`src/rtl/nbit_comparator_stream_if.sv`:
```
// Stream bundle for nbit_comparator_stream: operand handshake, result handshake,
// clear strobe and the three outcome counters.
interface nbit_comparator_stream_if #(
  parameter int unsigned N     = 12,
  parameter int unsigned CNT_W = 8
);
  logic             in_valid;
  logic             in_ready;
  logic [N-1:0]     a;
  logic [N-1:0]     b;
  logic             signed_mode;
  logic             clear;
  logic             out_valid;
  logic             out_ready;
  logic             smaller;
  logic             equal;
  logic             greater;
  logic             changed;
  logic [CNT_W-1:0] cnt_smaller;
  logic [CNT_W-1:0] cnt_equal;
  logic [CNT_W-1:0] cnt_greater;

  // Source/sink side (drives operands and out_ready, observes results).
  modport master (
    output in_valid, a, b, signed_mode, clear, out_ready,
    input  in_ready, out_valid, smaller, equal, greater, changed,
           cnt_smaller, cnt_equal, cnt_greater
  );

  // Comparator side.
  modport slave (
    input  in_valid, a, b, signed_mode, clear, out_ready,
    output in_ready, out_valid, smaller, equal, greater, changed,
           cnt_smaller, cnt_equal, cnt_greater
  );
endinterface

```
`src/rtl/nbit_comparator_stream.sv`:
```
// Registered, handshaked N-bit signed/unsigned magnitude comparator with a
// result-changed flag and saturating per-outcome counters.
module nbit_comparator_stream #(
  parameter int unsigned N     = 12,
  parameter int unsigned CNT_W = 8
) (
  input  logic                         clk,
  input  logic                         rst_n,
  nbit_comparator_stream_if.slave      bus
);

  localparam logic [CNT_W-1:0] CntOne = {{(CNT_W-1){1'b0}}, 1'b1};

  // Result encoding is {smaller, equal, greater}.
  logic             out_valid_q, out_valid_d;
  logic [2:0]       res_q, res_d;
  logic             changed_q, changed_d;
  logic             prev_valid_q, prev_valid_d;
  logic [2:0]       prev_res_q, prev_res_d;
  logic [CNT_W-1:0] cnt_sm_q, cnt_sm_d;
  logic [CNT_W-1:0] cnt_eq_q, cnt_eq_d;
  logic [CNT_W-1:0] cnt_gt_q, cnt_gt_d;

  logic             in_ready;
  logic             accept;
  logic [N-1:0]     a_key, b_key;
  logic [2:0]       res_new;
  logic             hist_valid;
  logic [CNT_W-1:0] cnt_sm_base, cnt_eq_base, cnt_gt_base;

  function automatic logic [CNT_W-1:0] sat_inc(input logic [CNT_W-1:0] v);
    return (&v) ? v : v + CntOne;
  endfunction

  assign in_ready = !out_valid_q || bus.out_ready;
  assign accept   = bus.in_valid && in_ready;

  // Flipping the sign bit maps two's-complement order onto unsigned order.
  assign a_key = bus.a ^ {bus.signed_mode, {(N-1){1'b0}}};
  assign b_key = bus.b ^ {bus.signed_mode, {(N-1){1'b0}}};

  always_comb begin
    res_new = 3'b000;
    if (a_key < b_key) begin
      res_new = 3'b100;
    end else if (a_key == b_key) begin
      res_new = 3'b010;
    end else begin
      res_new = 3'b001;
    end
  end

  // clear takes effect before an accept in the same cycle.
  assign hist_valid  = prev_valid_q && !bus.clear;
  assign cnt_sm_base = bus.clear ? '0 : cnt_sm_q;
  assign cnt_eq_base = bus.clear ? '0 : cnt_eq_q;
  assign cnt_gt_base = bus.clear ? '0 : cnt_gt_q;

  always_comb begin
    out_valid_d  = out_valid_q;
    res_d        = res_q;
    changed_d    = changed_q;
    prev_valid_d = hist_valid;
    prev_res_d   = prev_res_q;
    cnt_sm_d     = cnt_sm_base;
    cnt_eq_d     = cnt_eq_base;
    cnt_gt_d     = cnt_gt_base;

    if (accept) begin
      out_valid_d  = 1'b1;
      res_d        = res_new;
      changed_d    = !hist_valid || (res_new != prev_res_q);
      prev_valid_d = 1'b1;
      prev_res_d   = res_new;
      unique case (res_new)
        3'b100:  cnt_sm_d = sat_inc(cnt_sm_base);
        3'b010:  cnt_eq_d = sat_inc(cnt_eq_base);
        3'b001:  cnt_gt_d = sat_inc(cnt_gt_base);
        default: ;
      endcase
    end else if (out_valid_q && bus.out_ready) begin
      out_valid_d = 1'b0;
    end
  end

  always_ff @(posedge clk or negedge rst_n) begin
    if (!rst_n) begin
      out_valid_q  <= 1'b0;
      res_q        <= 3'b000;
      changed_q    <= 1'b0;
      prev_valid_q <= 1'b0;
      prev_res_q   <= 3'b000;
      cnt_sm_q     <= '0;
      cnt_eq_q     <= '0;
      cnt_gt_q     <= '0;
    end else begin
      out_valid_q  <= out_valid_d;
      res_q        <= res_d;
      changed_q    <= changed_d;
      prev_valid_q <= prev_valid_d;
      prev_res_q   <= prev_res_d;
      cnt_sm_q     <= cnt_sm_d;
      cnt_eq_q     <= cnt_eq_d;
      cnt_gt_q     <= cnt_gt_d;
    end
  end

  assign bus.in_ready    = in_ready;
  assign bus.out_valid   = out_valid_q;
  assign bus.smaller     = res_q[2];
  assign bus.equal       = res_q[1];
  assign bus.greater     = res_q[0];
  assign bus.changed     = changed_q;
  assign bus.cnt_smaller = cnt_sm_q;
  assign bus.cnt_equal   = cnt_eq_q;
  assign bus.cnt_greater = cnt_gt_q;

endmodule

```
`src/flat_wrapper.sv`:
```
// flat-port wrapper written by rule: the top's interface ports become plain ports
module nbit_comparator_stream_flat 
#(
  parameter int unsigned N     = 12,
  parameter int unsigned CNT_W = 8
)
  (clk, rst_n, bus_in_valid, bus_a, bus_b, bus_signed_mode, bus_clear, bus_out_ready, bus_in_ready, bus_out_valid, bus_smaller, bus_equal, bus_greater, bus_changed, bus_cnt_smaller, bus_cnt_equal, bus_cnt_greater);
  nbit_comparator_stream_if #(.N(N), .CNT_W(CNT_W)) bus_i ();
  input  logic clk;
  input  logic rst_n;
  input wire logic [$bits(bus_i.in_valid)-1:0] bus_in_valid;
  input wire logic [$bits(bus_i.a)-1:0] bus_a;
  input wire logic [$bits(bus_i.b)-1:0] bus_b;
  input wire logic [$bits(bus_i.signed_mode)-1:0] bus_signed_mode;
  input wire logic [$bits(bus_i.clear)-1:0] bus_clear;
  input wire logic [$bits(bus_i.out_ready)-1:0] bus_out_ready;
  output wire logic [$bits(bus_i.in_ready)-1:0] bus_in_ready;
  output wire logic [$bits(bus_i.out_valid)-1:0] bus_out_valid;
  output wire logic [$bits(bus_i.smaller)-1:0] bus_smaller;
  output wire logic [$bits(bus_i.equal)-1:0] bus_equal;
  output wire logic [$bits(bus_i.greater)-1:0] bus_greater;
  output wire logic [$bits(bus_i.changed)-1:0] bus_changed;
  output wire logic [$bits(bus_i.cnt_smaller)-1:0] bus_cnt_smaller;
  output wire logic [$bits(bus_i.cnt_equal)-1:0] bus_cnt_equal;
  output wire logic [$bits(bus_i.cnt_greater)-1:0] bus_cnt_greater;
  assign bus_i.in_valid = bus_in_valid;
  assign bus_i.a = bus_a;
  assign bus_i.b = bus_b;
  assign bus_i.signed_mode = bus_signed_mode;
  assign bus_i.clear = bus_clear;
  assign bus_i.out_ready = bus_out_ready;
  assign bus_in_ready = bus_i.in_ready;
  assign bus_out_valid = bus_i.out_valid;
  assign bus_smaller = bus_i.smaller;
  assign bus_equal = bus_i.equal;
  assign bus_greater = bus_i.greater;
  assign bus_changed = bus_i.changed;
  assign bus_cnt_smaller = bus_i.cnt_smaller;
  assign bus_cnt_equal = bus_i.cnt_equal;
  assign bus_cnt_greater = bus_i.cnt_greater;
  nbit_comparator_stream #(.N(N), .CNT_W(CNT_W)) u_core (.clk(clk), .rst_n(rst_n), .bus(bus_i));
endmodule
```
`config.mk`:
```
export PLATFORM = sky130hd
export DESIGN_NAME = nbit_comparator_stream_flat
export DESIGN_NICKNAME = d
export VERILOG_FILES = /design/src/rtl/nbit_comparator_stream_if.sv /design/src/rtl/nbit_comparator_stream.sv /design/src/flat_wrapper.sv
export SDC_FILE = /design/constraint.sdc
export NUM_CORES = 1
export LEC_CHECK = 0
export ABC_AREA = 1
export CAP_MARGIN = 20
export CELL_PAD_IN_SITES_DETAIL_PLACEMENT = 0
export CELL_PAD_IN_SITES_GLOBAL_PLACEMENT = 1
export CORE_MARGIN = 4
export CORE_UTILIZATION = 39
export CTS_BUF_LIST = sky130_fd_sc_hd__clkbuf_4
export DETAILED_ROUTE_END_ITERATION = 8
export PLACE_DENSITY_LB_ADDON = 0.1
export SYNTH_ARGS = -nofsm -noshare
export SYNTH_HDL_FRONTEND = slang
export SYNTH_SLANG_ARGS = --single-unit
```
`constraint.sdc`:
```
create_clock -name clk -period 3.75 [get_ports clk]
set_input_delay 1.125 -clock clk [delete_from_list [all_inputs] [get_ports clk]]
set_output_delay 1.125 -clock clk [all_outputs]
set_load 0.02 [all_outputs]
```
# [Word level (Yosys, flattened, before mapping)]
# Index checks and enable logic that the tools add are counted.
[totals] regBits=30 input_bits=30 out_inout_bits=30 elab_cells=47
[op_classes] add_sub_neg=3 n_lt_le_gt_ge=1 eq_ne=5 mux=17 bitwise=2 n_reduce_logical=12
[ops] cell="$mux 8" count=12
[ops] cell="$add 8x1->8 const B" count=3
[ops] cell="$reduce_and 8->1" count=3
[ops] cell="$xor 12x12->12" count=2
[ops] cell="$eq 12x12->1" count=1
[ops] cell="$lt 12x12->1" count=1
[ops] cell="$eq 3x1->1 const B" count=1
[ops] cell="$eq 3x2->1 const B" count=1
[ops] cell="$eq 3x3->1 const B" count=1
[ops] cell="$logic_and 1x1->1" count=3
[ops] cell="$logic_not 1->1" count=3
[ops] cell="$mux 1" count=3
[ops] cell="$mux 3" count=1
[ops] cell="$ne 3x3->1" count=1
[ops] cell="$logic_or 1x1->1" count=2
[ops] cell="$mux 2" count=1
[ops] cell="$reduce_bool 2->1" count=1

# [Logic depth before layout (Yosys ltp)]
[logic_depth] word_depth=7 mapped_depth=15 ltp_nobuf=14

# [Worst setup path before layout]
# OpenSTA, ideal clock, no wires.
[synth_timing] path_type="in2reg" from="input port bus_clear" to="register u_core.cnt_gt_q[0] (netlist: u_core.bus.cnt_greater[0])" setup_time_ps=127 arrival_ps=2499 required_time_ps=3623 path_slack_ps=1124 cell_stages=13 n_path_buf=2 path_cell_list="buf_6 -> buf_6 -> nor2_1 -> ha_1 -> nand2_1 -> nor2_4 -> inv_1 -> nor2_1 -> inv_1 -> nor2_2 -> nor2_2 -> nand2_2 -> xnor2_2"
[synth_between] elab_chain_len=5
[synth_lines] element="start: declaration" line_no="flat_wrapper.sv:15" rtl="input wire logic [$bits(bus_i.clear)-1:0] bus_clear;"
[synth_lines] element="$mux 8 *" line_no="nbit_comparator_stream.sv:57" rtl="assign cnt_gt_base = bus.clear ? '0 : cnt_gt_q;"
[synth_lines] element="$add 8x1->8 or $reduce_and 8->1 (tied branches)" line_no="nbit_comparator_stream.sv:32" rtl="return (&v) ? v : v + CntOne;"
[synth_lines] element="$mux 8" line_no="nbit_comparator_stream.sv:32"
[synth_lines] element="$mux 8" line_no="nbit_comparator_stream.sv:75" rtl="unique case (res_new)"
[synth_lines] element="$mux 8 *" line_no="nbit_comparator_stream.sv:69" rtl="if (accept) begin"
[synth_lines] element="named net u_core.cnt_gt_d[0]" line_no="nbit_comparator_stream.sv:22" rtl="logic [CNT_W-1:0] cnt_gt_q, cnt_gt_d;"
[synth_lines] element="end signal: assignment" line_no="nbit_comparator_stream.sv:104" rtl="cnt_gt_q <= cnt_gt_d;"
[synth_lines] element="end: declaration" line_no="nbit_comparator_stream.sv:22"
# The timed path passes the listed nets; every way through them passes the cells marked *.
# A chain may end at the register's enable or synchronous reset.

# [Worst setup path after layout]
[layout_timing] from="input port bus_out_ready" to="output port bus_in_ready"
[layout_between] elab_chain_len=1
[layout_lines] element="start: declaration" line_no="flat_wrapper.sv:16" rtl="input wire logic [$bits(bus_i.out_ready)-1:0] bus_out_ready;"
[layout_lines] element="$logic_or 1x1->1" line_no="nbit_comparator_stream.sv:35" rtl="assign in_ready = !out_valid_q || bus.out_ready;"
[layout_lines] element="end: declaration" line_no="flat_wrapper.sv:17" rtl="output wire logic [$bits(bus_i.in_ready)-1:0] bus_in_ready;"
# Every way passes these cells.

==> summary.txt <==
GRT
  – Vias in the first global route: 2089
  – Global-route wire length before repair: 9340 um
  – Grt total ovfl: 0
  – Global-route usage over all layers: 15.4%
  – Largest net degree at the start of global routing: 31
  – Initial antenna violation count: 0

Timing
  – Final hold violation count: 0
  – Fin crit period: 3.44 ns
  – RSZ-0062 raised after global routing: no
  – Worst setup margin: 0.314 ns
  – Rel. slew slack: 72.0%
  – Final worst-path cycle share: 91.6%
  – Fmax: 291 MHz
  – Worst-Margin Slew: 0.420 ns
  – Setup_tns: 0 ns
  – Slew Viols, Final: 0
  – Final setup fails: 0
  – Skew final: 0.0106 ns

Layout
  – Diode count: 0
  – Commonest non-fill, non-tap cell in the layout: nand2_1
  – Share of layout cells above drive strength 1: 15.0%
  – Fillers: 608
  – Fin nets: 432
  – Synthesis-to-layout area growth: 28.9%
  – Most frequent cells in the layout: nand2_1 (83), clkdlybuf4s50_1 (59), inv_1 (50), dfrtp_1 (30), nand3_1 (29)

Floorplanning
  – Starting Density: 40.0%
  – Die Y: 86.0 um
  – Num rows: 28
  – Io pins: 60
  – Core Footprint: 5920 um^2
  – Die width: 86.0 um
  – Die area: 7390 um^2

Routing
  – WL/cell: 11.3 um
  – DRC violation total after the first TritonRoute iteration: 50
  – Via Count: 2119
  – Post-DRT Antenna Nets: 0
  – Via density per instance: 4.59
  – Final wirelength: 5210 um
  – Post-route DRC violation count: 0
  – Initial DRT Pass Iterations: 5

Pwr
  – PwrDens: 247 nW/um^2
  – Sw power: 0.249 mW
  – LEAKAGE: 1.47 nW
  – Clock Power Share: 24.6%
  – Peak supply drop: 0.130 mV
  – Comb pwr share: 29.5%
  – Internal: 0.506 mW
  – Switching Share: 32.9%
  – Seq pwr share: 46.0%

Synthesis
  – Synth unique cells: 37
  – Mapped Avg Cell Area: 7.31 um^2
  – Register area share after synthesis: 31.7%
  – Yosys warning count: 0
  – Cell count after synthesis: 324
  – Syn Std Cell Area: 2370 um^2
  – Mapped Nets: 369
  – Yosys reg bits: 30

Setup path
  – Worst path top cell family by delay: buffers and inverters
  – Largest fanout on the critical path: 3
  – CP cell instances: clkdlybuf4s50_1, inv_1, nand2_1, clkdlybuf4s50_1
  – Crit. End Element: output port
  – R2R Setup Slk: 1.97 ns
  – Delay of the slowest critical-path stage: 0.61 ns
  – Worst Setup SP: bus_out_ready
  – Startpoint class of the critical path: input pin
  – Setup CP Type: in -> out
  – Reg2reg end: u_core.bus.cnt_greater[1]
  – WP buf/inv: 3
  – CP required: 2.62 ns
  – Worst EP arrival: 2.31 ns
  – CP max stage cell: clkdlybuf4s50_1
  – Register-to-Register Path Depth: 13
  – Worst R2R Start: u_core.bus.cnt_greater[0]
  – Critical path's most frequent cell: clkdlybuf4s50_1

Clock tree
  – Worst-path clk slew: 0.09 ns
  – Post CTS Setup Buffer Count: 0
  – Worst-Skew Late Latency: 0.33 ns
  – Hold Buf Count CTS: 0
  – CTS buffer count: 5
  – Clock H-tree levels: 2
  – CTS max path bufs: 2
  – TritonCTS clock tree: done
  – Post-CTS sizing: 0
  – CTS sink count: 30
  – Clock root cell: clkbuf_4

Placement
  – Post-DP HPWL: 4090 um
  – RePlAce Congestion: 0.771
  – IO buf count: 59
  – Worst slack, placed: 0.310 ns

Worst hold path
  – Hold Startpoint: u_core.prev_valid_q
  – Worst hold-check path type: reg -> reg
  – Hold Path Sink: u_core.prev_valid_q
  – Hold path depth: 2

Run status
  – Outcome: completed

Flow run
  – Max-Cap Viols: 0
[worst max path at each step]
stage | endpoint | slack, ns | cells after the start
after global routing | bus_in_ready | 0.26 | 4
after floorplan | u_core.bus.cnt_greater[0] | 1.12 | 13
after CTS | bus_in_ready | 0.31 | 4
final | bus_in_ready | 0.31 | 4
after global placement | bus_in_ready | 0.32 | 4
after detailed placement | bus_in_ready | 0.31 | 4
[sequential cells by signal, indices dropped and copies added (netlist names)]
name / count
u_core.bus.cnt_equal: 8
u_core.bus.cnt_greater: 8
u_core.bus.cnt_smaller: 8
u_core.res_q: 3
u_core.bus.changed: 1
u_core.bus.out_valid: 1
u_core.prev_valid_q: 1
[layout make-up]
type / instances / area, um^2 / share of cell area, %
multi-input cells: 228 / 1320 / 43.1
repair buffers: 62 / 613 / 20.1
flip-flops and latches: 30 / 751 / 24.6
inverters: 60 / 234 / 7.66
clock inverters: 2 / 10.0 / 0.328
well taps: 75 / 93.8 / 3.07
clock buffers: 5 / 37.5 / 1.23
[power by group through the flow]
stage / sequential, mW / clock [mW] / combinational (mW)
6_report: 0.347 / 0.185 / 0.222
5_1_grt: 0.350 / 0.210 / 0.249
4_1_cts: 0.347 / 0.197 / 0.227
2_1_floorplan: 0.372 / 0 / 0.126
3_3_place_gp: 0.353 / 0 / 0.225
3_5_place_dp: 0.354 / 0 / 0.226
[logic make-up after synthesis]
family | synth area share, %
compound gates | 6.23
xor+xnor | 3.27
flops | 31.7
simple gates | 38.1
buf+inv | 12.8
fa+ha+maj | 7.92
[cell usage after synthesis, drive strengths merged]
cell,instances,area (um^2)
a21o,1,7.51
a21oi,6,30.0
and2,1,8.76
and3,1,6.26
buf,6,70.1
clkinv,1,5.00
dfrtp,30,751
ha,15,188
inv,59,229
nand2,95,407
nand3,32,190
nand4,3,25.0
nor2,38,205
nor3,4,35.0
nor4,2,18.8
o21ai,19,95.1
o21bai,2,15.0
or2,1,6.26
xnor2,6,60.1
xor2,2,17.5
[stage by stage]
| stage | hold slack (ns) | std cells | area, um^2 | util [%] | power (mW) |
|---|---|---|---|---|---|
| finish | 0.492 | 462 | 3050 | 51.6 | 0.755 |
| global route | 0.544 | 462 | 3050 | 51.6 | 0.809 |
| CTS | 0.487 | 462 | 3050 | 51.6 | 0.771 |
| global placement | 0.462 | 455 | 3010 | 50.8 | 0.578 |
| detailed placement | 0.462 | 455 | 3010 | 50.8 | 0.580 |
| floorplan | 0.445 | 324 | 2370 | - | 0.498 |
[tightest hold or removal path, delay by kind of cell (launching register included)]
kind,cells,cell delay (ns)
flip-flops,1,0.33
AND/OR/NAND/NOR,2,0.13
[metal layers]
layer  wire (um)  up-vias  part of all wire [%]  track usage [%]
met4          61        0                   1.2             3.88
li1            -     1138                     -                -
met5           0        -                     0                0
met3         303        6                   5.8             3.84
met2        2290       43                    44             24.5
met1        2560      932                    49             20.8
No activity file was read; power rests on OpenSTA's default activity.
